**src/rtl/perf_pkg.sv**
```systemverilog
// Shared state encoding and slot map for the performance statistics unit.
package perf_pkg;

  typedef enum logic [1:0] {
    IDLE = 2'd0,
    RUN  = 2'd1,
    DUMP = 2'd2,
    DONE = 2'd3
  } perf_state_t;

  localparam int SLOT_CYCLE  = 0;
  localparam int SLOT_RETIRE = 1;
  localparam int SLOT_EVT0   = 2;

endpackage

```
**src/rtl/perf_ctr.sv**
```systemverilog
// One statistics counter with a sticky overflow flag.
// Optional macro PERF_SATURATE_EN: hold at all-ones instead of wrapping.
module perf_ctr #(
  parameter int CNT_W = 32
) (
  input  logic             clk,
  input  logic             rst,
  input  logic             clr,
  input  logic             inc,
  output logic [CNT_W-1:0] cnt,
  output logic             ovf
);

  always_ff @(posedge clk or posedge rst) begin
    if (rst) begin
      cnt <= '0;
      ovf <= 1'b0;
    end else if (clr) begin
      cnt <= '0;
      ovf <= 1'b0;
    end else if (inc) begin
      if (&cnt) begin
        ovf <= 1'b1;
`ifdef PERF_SATURATE_EN
        cnt <= cnt;
`else
        cnt <= '0;
`endif
      end else begin
        cnt <= cnt + CNT_W'(1);
      end
    end
  end

endmodule

```
**src/rtl/perf_stat_unit.sv**
```systemverilog
// Event-counter bank: counts CPU events in RUN, freezes on halt/watchdog, streams all slots out.
// Optional macro PERF_SATURATE_EN (handled in perf_ctr): counters saturate instead of wrapping.
module perf_stat_unit
  import perf_pkg::*;
#(
  parameter int NUM_CH  = 4,
  parameter int CNT_W   = 32,
  parameter int TIMEOUT = 100000,
  parameter int SEL_W   = $clog2(NUM_CH + 2)
) (
  input  logic                  clk,
  input  logic                  rst,
  input  logic                  start,
  input  logic                  clear,
  input  logic                  hlt,
  input  logic                  retire,
  input  logic [NUM_CH-1:0]     evt,
  input  logic [SEL_W-1:0]      rd_sel,
  output logic [CNT_W-1:0]      rd_data,
  output logic                  dump_valid,
  input  logic                  dump_ready,
  output logic [SEL_W-1:0]      dump_idx,
  output logic [CNT_W-1:0]      dump_data,
  output logic [NUM_CH+1:0]     ovf,
  output logic                  timeout,
  output logic                  running,
  output logic                  done
);

  localparam int               NUM_SLOTS = NUM_CH + 2;
  localparam logic [SEL_W-1:0] LAST_IDX  = SEL_W'(NUM_SLOTS - 1);
  localparam logic [CNT_W-1:0] TO_VAL    = CNT_W'(TIMEOUT);

  perf_state_t          state, state_n;
  logic [CNT_W-1:0]     cnt [NUM_SLOTS];
  logic [NUM_SLOTS-1:0] inc;
  logic [CNT_W-1:0]     rd_mux;
  logic                 to_hit;
  logic                 dump_fire;

  assign running    = (state == RUN);
  assign done       = (state == DONE);
  assign dump_valid = (state == DUMP);

  // Dump handshake: a word transfers on a cycle with dump_valid && dump_ready;
  // while dump_ready is low, dump_idx and dump_data hold their values.
  assign dump_fire = dump_valid & dump_ready;

  // Watchdog looks at the cycle counter's next value so the expiring cycle is still counted.
  assign to_hit = (TIMEOUT != 0) && ((cnt[SLOT_CYCLE] + CNT_W'(1)) == TO_VAL);

  always_comb begin
    inc = '0;
    if (state == RUN) begin
      inc[SLOT_CYCLE]               = 1'b1;
      inc[SLOT_RETIRE]              = retire;
      inc[SLOT_EVT0 +: NUM_CH]      = evt;
    end
  end

  for (genvar g = 0; g < NUM_SLOTS; g++) begin : g_ctr
    perf_ctr #(.CNT_W(CNT_W)) u_ctr (
      .clk (clk),
      .rst (rst),
      .clr (clear),
      .inc (inc[g]),
      .cnt (cnt[g]),
      .ovf (ovf[g])
    );
  end

  always_comb begin
    rd_mux    = '0;
    dump_data = '0;
    for (int k = 0; k < NUM_SLOTS; k++) begin
      if (rd_sel == SEL_W'(k))   rd_mux    = cnt[k];
      if (dump_idx == SEL_W'(k)) dump_data = cnt[k];
    end
  end

  always_comb begin
    state_n = state;
    case (state)
      IDLE:    if (start) state_n = RUN;
      RUN:     if (hlt || to_hit) state_n = DUMP;
      DUMP:    if (dump_fire && dump_idx == LAST_IDX) state_n = DONE;
      DONE:    state_n = DONE;
      default: state_n = IDLE;
    endcase
    if (clear) state_n = IDLE;
  end

  always_ff @(posedge clk or posedge rst) begin
    if (rst) begin
      state    <= IDLE;
      timeout  <= 1'b0;
      dump_idx <= '0;
      rd_data  <= '0;
    end else begin
      state <= state_n;
      if (clear) begin
        timeout  <= 1'b0;
        dump_idx <= '0;
        rd_data  <= '0;
      end else begin
        if (state == RUN && to_hit) timeout <= 1'b1;
        if (dump_fire && dump_idx != LAST_IDX) dump_idx <= dump_idx + SEL_W'(1);
        rd_data <= rd_mux;
      end
    end
  end

endmodule
```
**config.mk**
```make
export PLATFORM = sky130hd
export DESIGN_NAME = perf_stat_unit
export DESIGN_NICKNAME = d
export VERILOG_FILES = /design/src/rtl/perf_pkg.sv /design/src/rtl/perf_ctr.sv /design/src/rtl/perf_stat_unit.sv
export SDC_FILE = /design/constraint.sdc
export NUM_CORES = 1
export LEC_CHECK = 0
export BUFFER_PORTS_ARGS = -buffer_cell sky130_fd_sc_hd__buf_2
export CORE_MARGIN = 2
export CORE_UTILIZATION = 55
export DETAILED_ROUTE_END_ITERATION = 16
export PLACE_DENSITY = 0.84
export SLEW_MARGIN = 5
export SYNTH_ARGS = -nofsm -noshare
export SYNTH_HDL_FRONTEND = slang
export SYNTH_SLANG_ARGS = --single-unit
```
**constraint.sdc**
```tcl
create_clock -name clk -period 9.9 [get_ports clk]
set_input_delay 0.495 -clock clk [delete_from_list [all_inputs] [get_ports clk]]
set_output_delay 0.495 -clock clk [all_outputs]
set_load 0.05 [all_outputs]
```
==> out/metrics.csv, run 1 <==
metric,value,unit
status,"complete, no violations",
initial antenna violation count,0,
H-tree depth,1,
CTS max path bufs,3,
Finished Layout Cells,2026,
CP startpoint kind,flop,
Placement Setup Slack,5.844,ns
Max VDD drop,164.8,uV
Mapped Nets,1683,
drt wl/cell,21.61,um
post-layout net count,1698,
Fillers,2143,
Main synth FF type,dfrtp_1,
later-pin clock latency in the skew report,0.54,ns
Hold WS,0.05663,ns
placer congestion estimate,0.9554,
asr flop ratio synth,100.0,%
DRC Markers,0,
I/O Pins,91,
WP data arrival,3.61,ns
Final Max Tran Viols,0,
Synth Register Bits,236,
1st-pass router iterations,6,
average size of a mapped cell,8.810,um2
first-pass GRT wire length,70080,um
vias in the first global route,12720,
CP max FO,32,
root buffer cell,clkbuf_16,
CTS Sinks,236,
number of port buffers,90,
"Clk pin slew, worst setup/hold paths",0.06,ns
final setup vio count,0,
Die Wd,166.9,um
number of enable flip-flop cells after synthesis,0,
Post-CTS Setup Bufs,0,
Slew Limit Headroom,18.86,%
Tmin final,4.101,ns
ratio of cells with drive above 1 in the final layout,14.31,%
CTS tree,yes,
post-synthesis sequential area ratio,40.46,%
cell row count,59,
Power Total,2.159,mW
CTS Buf Count,27,
final core occ,61.35,%
Hold Path Class,in -> async,
Final Hold Fails,0,
DP Area,0.01510,mm2
Post-Syn Area,0.01460,mm2
synthesized instance count,1657,
CP required,9.41,ns
count of hold-fix buffers inserted at cts,0,
Final Instance Area,0.01599,mm2
crit path capture type,primary output,
GR Overflow Total,0,
leak pwr,6.869,nW
ant diodes,0,
Via density,6.674,
die area,0.02786,mm2
core area,0.02606,mm2
die height,166.9,um
Yosys cell types,69,
Slew @ Worst Pin,1.212,ns
Vias,13520,
warnings from Yosys,0,
max cap viols,0,
FMAX,243.8,MHz
area grow syn2layout,9.522,%
# resized after CTS,0,
Starting Density,56.02,%
Initial DRC Count,2315,
largest net degree at the start of global routing,96,
Yosys top cell area share,40.46,%
dpl cells,1978,
final wirelength,43770,um
DP HPWL,30180,um
Area contributors post-synth,"dfrtp_1 40%, nor2_1 7.5%, xor2_1 5.9%, nand2_1 4.8%, mux4_2 4.8%",
final setup TNS,0,ns
"Worst Setup Slack, final",5.799,ns
final worst-path cycle share,41.43,%
unrepaired setup endpoints after global routing,false,
Final Skew,0.01610,ns
Crit Path Class,reg -> out,
leading area contributor after synthesis,dfrtp_1,
Total GRT Usage,31.14,%
pwr dens,135.0,mW/mm2
antenna-violating nets left,0,
Yosys cell counts, drive strengths merged (17+ instances only):
master / number
nand3: 78
xor2: 98
xnor2: 40
nor3: 20
o311ai: 32
a21oi: 28
a221oi: 32
o21ai: 136
dfrtp: 236
mux2: 34
buf: 34
nand4: 42
mux4: 32
nor2: 292
and3: 31
o31ai: 17
nand2: 189
a22oi: 35
clkbuf: 85
cells in the final DEF, fill, tap and decap left out, types with 5 or more instances in the layout:
master     netlist  routed
nor3_1          18      18
clkbuf_8         0       6
nor2b_2          0       5
a21o_1           7       7
nand2_1        187     187
nand4_1         40      40
or3_1           12      12
a22oi_1         35      35
clkbuf_1        85       8
inv_1           14      13
nand3_1         76      76
o21ai_0        136     136
o311ai_0        32      32
nor2b_1         11       6
and4_1          15      15
ha_1            12      11
nor2_1         292     291
mux2_2          34      34
a21oi_1         28      28
dfrtp_1        236     236
clkbuf_16        0      27
o31ai_1         16      16
mux4_2          31      31
nand2b_1         9       8
buf_4           13      16
and2_1          13      12
o41ai_1          7       7
buf_2           12      89
a221oi_1        32      32
a22o_1           5       5
and3_1          31      31
xor2_1          98      98
xnor2_1         40      40
nor4_1          13      13
a31oi_1          9       9
cell families (layout without fill, tap and decap cells):
group / count (synthesis) / after routing / share of synthesized area (%)
AO/OA/AOI/OAI: 323 / 323 / 14.56
XOR/XNOR: 138 / 138 / 8.280
adder cells (fa/ha/maj): 12 / 12 / 1.029
buffers and inverters: 134 / 168 / 3.883
flip-flops: 236 / 236 / 40.46
multiplexers: 68 / 68 / 7.723
AND/OR/NAND/NOR: 746 / 746 / 24.07
final cells by class:
class	count	area [um2]	area share (%)
Multi-Input combinational cell	1287	8152	50.99
Tap cell	335	419.2	2.622
Clock buffer	41	788.3	4.930
Clock inverter	7	93.84	0.5869
Inverter	15	63.81	0.3991
Sequential cell	236	5906	36.94
Timing Repair Buffer	105	565.5	3.537
metal layers:
| metal | vias up | share of wire (%) | global-route usage (%) |
|---|---|---|---|
| met5 | - | 0 | 0 |
| met4 | 0 | 4.5 | 12.03 |
| met3 | 171 | 12 | 5.490 |
| met2 | 948 | 46 | 49.97 |
| met1 | 6456 | 38 | 42.34 |
| li1 | 5946 | - | - |
registers in the layout, indices dropped and copies added, names as in the netlist:
| name | count |
|---|---|
| timeout | 1 |
| g_ctr.u_ctr.cnt | 192 |
| state | 2 |
| rd_data | 32 |
| dump_idx | 3 |
| g_ctr.u_ctr.ovf | 6 |
path summary, 6_finish.rpt:
check                                  startpoint                      to  slack [ns]  cells after the start
min                                           rst   g_ctr[5].u_ctr.cnt[2]        0.06                      2
max in group asynchronous                     rst  g_ctr[1].u_ctr.cnt[18]        7.52                      4
max reg2reg                g_ctr[3].u_ctr.cnt[11]  g_ctr[3].u_ctr.cnt[15]        6.17                      7
min reg2reg                    g_ctr[5].u_ctr.ovf      g_ctr[5].u_ctr.ovf        0.50                      2
max                                   dump_idx[1]            dump_data[0]        5.80                      9
min in group clk                           evt[2]   g_ctr[4].u_ctr.cnt[0]        0.26                      3
worst max-delay path, stage by stage (launching register included):
cell,delay (ns)
dfrtp_1,0.44
inv_1,0.09
ha_1,0.23
nor3b_2,0.19
buf_4,0.39
a221oi_1,0.19
o311ai_0,0.75
o21ai_0,0.30
o21ai_0,0.20
buf_2,0.29
power by group:
group	internal [mW]	total, mW	switching (mW)
clock	0.598	1.00	0.406
combinational	0.0375	0.172	0.135
sequential	0.971	0.983	0.0113
Note: power is estimated with default switching activity, not from simulation.
==> inputs of run 2 (changes only) <==
==> constraint.sdc (replaced) <==
create_clock -name clk -period 4 [get_ports clk]
set_input_delay 0.2 -clock clk [delete_from_list [all_inputs] [get_ports clk]]
set_output_delay 0.2 -clock clk [all_outputs]
set_load 0.05 [all_outputs]
==> out/metrics.csv, run 2 (synthesis results as in run 1) <==
metric,value,unit
Tmin final,3.865,ns
die area,0.02786,mm2
Final Skew,0.01001,ns
reg2reg end,state[0],
DP Area,0.01527,mm2
dpl cells,1997,
first-pass GRT wire length,70420,um
final setup vio count,0,
drt wl/cell,21.34,um
number of port buffers,90,
unrepaired setup endpoints after global routing,false,
Max VDD drop,401.7,uV
Hold Path Class,in -> reg,
CTS Sinks,236,
final wirelength,43690,um
Slew Limit Headroom,22.41,%
CTS tree,yes,
post-layout net count,1719,
Largest Register,g_ctr.u_ctr.cnt,
Finished Layout Cells,2047,
initial antenna violation count,0,
vias in the first global route,12850,
r2r worst-path depth,9,
Vias,13440,
1st-pass router iterations,5,
core area,0.02606,mm2
Die Wd,166.9,um
I/O Pins,91,
busiest grt layer,met2,
crit path from,dump_idx[1],
ant diodes,0,
status,"complete, no violations",
R2R setup slack,0.55,ns
"commonest non-fill, non-tap cell in the layout",nor2_1,
final worst-path cycle share,96.62,%
DP HPWL,30910,um
DRC Markers,0,
pwr dens,330.3,mW/mm2
die height,166.9,um
Hold WS,0.04993,ns
area grow syn2layout,10.83,%
Power Total,5.344,mW
Crit Path Class,reg -> out,
WHS Path Cells,3,
met1 usage,42.69,%
root buffer cell,clkbuf_16,
CTS max path bufs,3,
Via density,6.564,
Hold EP,state[0],
FF-to-FF Start,g_ctr[0].u_ctr.cnt[1],
"Clk pin slew, worst setup/hold paths",0.06,ns
cell row count,59,
ratio of cells with drive above 1 in the final layout,15.48,%
max reg flops,192,
Final Max Tran Viols,0,
Final Hold Fails,0,
Slew @ Worst Pin,1.164,ns
CTS Buf Count,26,
H-tree depth,1,
final setup TNS,0,ns
Starting Density,56.02,%
Final Instance Area,0.01618,mm2
crit path capture type,primary output,
CP max FO,32,
largest net degree at the start of global routing,148,
max cap viols,0,
CP startpoint kind,flop,
M2 GR Usage,49.72,%
GR Overflow Total,0,
met3 Usage GRT,4.990,%
Largest regs,"g_ctr.u_ctr.cnt (192), rd_data (32), g_ctr.u_ctr.ovf (6)",
leak pwr,7.001,nW
CP required,3.80,ns
Worst Hold Launch,hlt,
antenna-violating nets left,0,
most frequent cells in the layout,"291 x nor2_1, 236 x dfrtp_1, 187 x nand2_1",
FMAX,258.7,MHz
later-pin clock latency in the skew report,0.54,ns
Initial DRC Count,1775,
placer congestion estimate,0.9630,
Total GRT Usage,31.36,%
WP data arrival,3.66,ns
-- run 2: changes by cell type in the layout (fill, tap and decap cells not counted), sizes merged --
cell,previous run,this run
clkinv,3,11
inv,15,13
dlygate4sd3,0,3
clkbuf,41,35
clkinvlp,2,1
buf,105,124
-- run 2: worst max path at each step --
stage	to	slack (ns)	cells past startpoint
after floorplan	dump_data[10]	0.54	8
after global placement	state[0]	0.74	9
after detailed placement	state[0]	0.64	9
after CTS	dump_data[11]	0.20	9
after global routing	dump_data[13]	0.03	9
final	dump_data[0]	0.14	9
-- run 2: critical path, cell delays in order (launching register included) --
cell and delay [ns]:
dfrtp_1 0.41, inv_1 0.08, ha_1 0.23, nor3b_2 0.18, buf_4 0.38, a221oi_1 0.15, o311ai_0 0.83, o21ai_0 0.33
o21ai_0 0.23, buf_2 0.29
-- run 2: timing repair --
item                                   4_1_cts  5_1_grt
setup endpoints to repair                    0        4
gates resized for setup                      0        1
hold buffers                                 3        0
endpoints found under the hold margin       20        0
setup buffers                                0        0
-- run 2: where the power goes --
part,switching [mW],internal (mW),total [mW],leakage [nW]
registers,0.0270,2.40,2.43,3.29
clock network,1.00,1.46,2.47,0.446
logic,0.338,0.108,0.446,3.27
-- run 2: layer usage --
layer / vias to the layer above / part of all wire (%) / wire length [um]
li1: 5978 / - / -
met1: 6538 / 39 / 17170
met2: 771 / 46 / 20150
met3: 149 / 9.8 / 4291
met4: 0 / 4.8 / 2080
met5: - / 0 / 0
-- run 2: area by class of cell --
class	count	area [um2]
well taps	335	419.2
clock inverters	12	110.1
clock buffers	35	765.7
multi-input cells	1287	8154
repair buffers	127	763.2
fillers	2094	9881
inverters	15	60.06
flip-flops and latches	236	5906
-- run 2: stage by stage --
| step | setup WS [ns] | util [%] |
|---|---|---|
| finish | 0.1350 | 62.08 |
| global route | 0.02828 | 62.08 |
| CTS | 0.2018 | 62.06 |
| detailed placement | 0.6405 | 58.59 |
| global placement | 0.7430 | 58.59 |
| floorplan | 0.5398 | - |
==> inputs of run 3 (changes only) <==
==> constraint.sdc (replaced) <==
create_clock -name clk -period 4.1 [get_ports clk]
set_input_delay 0.205 -clock clk [delete_from_list [all_inputs] [get_ports clk]]
set_output_delay 0.205 -clock clk [all_outputs]
set_load 0.05 [all_outputs]
==> out/metrics.csv, run 3 (synthesis results as in run 1) <==
metric,value,unit
Slew Limit Headroom,26.13,%
Total GRT Usage,31.35,%
WP data arrival,3.77,ns
CP required,3.89,ns
root buffer cell,clkbuf_16,
Tmin final,3.970,ns
Slew @ Worst Pin,1.108,ns
GR Overflow Total,0,
initial antenna violation count,1,
Multi-input gate area,0.008159,mm2
max reg flops,192,
Top delay family on crit path,compound AO/OA/AOI/OAI gates,
most frequent cells in the layout,"291 x nor2_1, 236 x dfrtp_1, 187 x nand2_1",
cell row count,59,
final setup vio count,0,
DP HPWL,31380,um
first-pass GRT wire length,70360,um
worst-path cell chain,inv_1 > ha_1 > nand2_1 > buf_4 > nor2_1 > o311ai_0 > o21ai_0 > o21ai_0 > buf_2,
CTS max path bufs,3,
antenna-violating nets left,0,
ratio of cells with drive above 1 in the final layout,15.01,%
Starting Density,56.02,%
die area,0.02786,mm2
Slowest cell on crit path,o311ai_0,
Vias,13600,
vias in the first global route,12870,
Post-CTS Setup Bufs,0,
I/O Pins,91,
Final Max Tran Viols,0,
max cap viols,0,
die height,166.9,um
Hold EP,state[0],
area grow syn2layout,10.42,%
R2R setup slack,0.48,ns
pwr dens,322.9,mW/mm2
largest net degree at the start of global routing,114,
Worst Hold Launch,hlt,
FMAX,251.9,MHz
CP bufs+invs,3,
Max VDD drop,369.4,uV
CP startpoint kind,flop,
later-pin clock latency in the skew report,0.55,ns
CTS Buf Count,27,
Die Wd,166.9,um
drt wl/cell,21.81,um
Final Skew,0.02113,ns
cell mode on critical path,o21ai_0,
NetSw,1.342,mW
Fillers,2061,
Int Pwr,3.863,mW
unrepaired setup endpoints after global routing,false,
ant diodes,0,
status,"complete, no violations",
Comb pwr share,8.3,%
Largest Register,g_ctr.u_ctr.cnt,
1st-pass router iterations,6,
final setup TNS,0,ns
Final Hold Fails,0,
Seq pwr share,45.6,%
Hold Path Class,in -> reg,
reg2reg end,g_ctr[0].u_ctr.cnt[21],
CTS Sinks,236,
register area,0.005906,mm2
Crit Path Class,reg -> out,
final worst-path cycle share,96.84,%
placer congestion estimate,0.9710,
leak pwr,6.948,nW
final wirelength,44510,um
"Clk pin slew, worst setup/hold paths",0.06,ns
H-tree depth,1,
Via density,6.661,
r2r worst-path depth,10,
switching share of total power,25.78,%
core area,0.02606,mm2
post-layout net count,1714,
number of port buffers,90,
WHS Path Cells,3,
clock share of power,46.2,%
Largest regs,"g_ctr.u_ctr.cnt (192), rd_data (32), g_ctr.u_ctr.ovf (6)",
"commonest non-fill, non-tap cell in the layout",nor2_1,
largest stage delay on the critical path,0.62,ns
Hold WS,0.04282,ns
CP max FO,17,
FF-to-FF Start,g_ctr[0].u_ctr.cnt[0],
crit path capture type,primary output,
Initial DRC Count,2160,
CTS tree,yes,
DRC Markers,0,
[run 3: through the flow]
step | power [mW] | util [%] | instance area (um2) | cells | setup WS (ns)
finish | 5.206 | 61.86 | 16120 | 2041 | 0.1296
global route | 5.347 | 61.86 | 16120 | 2041 | 0.05389
floorplan | 2.703 | - | 14600 | 1657 | 0.6348
global placement | 2.826 | 58.37 | 15210 | 1991 | 0.8347
detailed placement | 2.834 | 58.37 | 15210 | 1991 | 0.6989
CTS | 5.209 | 61.82 | 16110 | 2041 | 0.1423
[run 3: layout make-up]
class,instances,area share [%]
clock buffer,37,4.735
clock inverter,10,0.6598
inverter,15,0.3726
multi-input combinational,1287,50.62
sequential,236,36.64
tap,335,2.600
timing repair buffer,121,4.378
[run 3: power by group through the flow]
stage,Sequential [mW],Combinational [mW],Clock (mW)
2_1_floorplan,2.41,0.292,0
3_3_place_gp,2.41,0.414,0
3_5_place_dp,2.41,0.421,0
4_1_cts,2.37,0.423,2.41
5_1_grt,2.37,0.459,2.52
6_report,2.37,0.431,2.40
[run 3: worst max path at each step]
stage	startpoint	slack, ns	cells past startpoint	to
3_5_place_dp	g_ctr[0].u_ctr.cnt[0]	0.70	10	g_ctr[0].u_ctr.cnt[21]
2_1_floorplan	dump_idx[1]	0.63	8	dump_data[10]
4_1_cts	dump_idx[1]	0.14	9	dump_data[12]
5_1_grt	dump_idx[0]	0.05	9	dump_data[12]
6_report	dump_idx[0]	0.13	9	dump_data[12]
3_3_place_gp	g_ctr[0].u_ctr.cnt[0]	0.83	9	state[0]
[run 3: layer usage]
layer	track usage, %	vias up	wire (um)
met3	6.749	158	4897
met2	50.44	890	20710
met5	0	-	14
met1	41.53	6573	16960
met4	12.48	2	1920
li1	-	5973	-
[run 3: tightest hold or removal path, stage by stage]
cell and delay, ns:
buf_2 0.13, a211oi_1 0.10, o21a_1 0.11
[run 3: timing repair]
item	CTS	global route
gates resized for setup	0	2
hold buffers	3	0
setup endpoints to repair	0	3
endpoints found under the hold margin	11	0
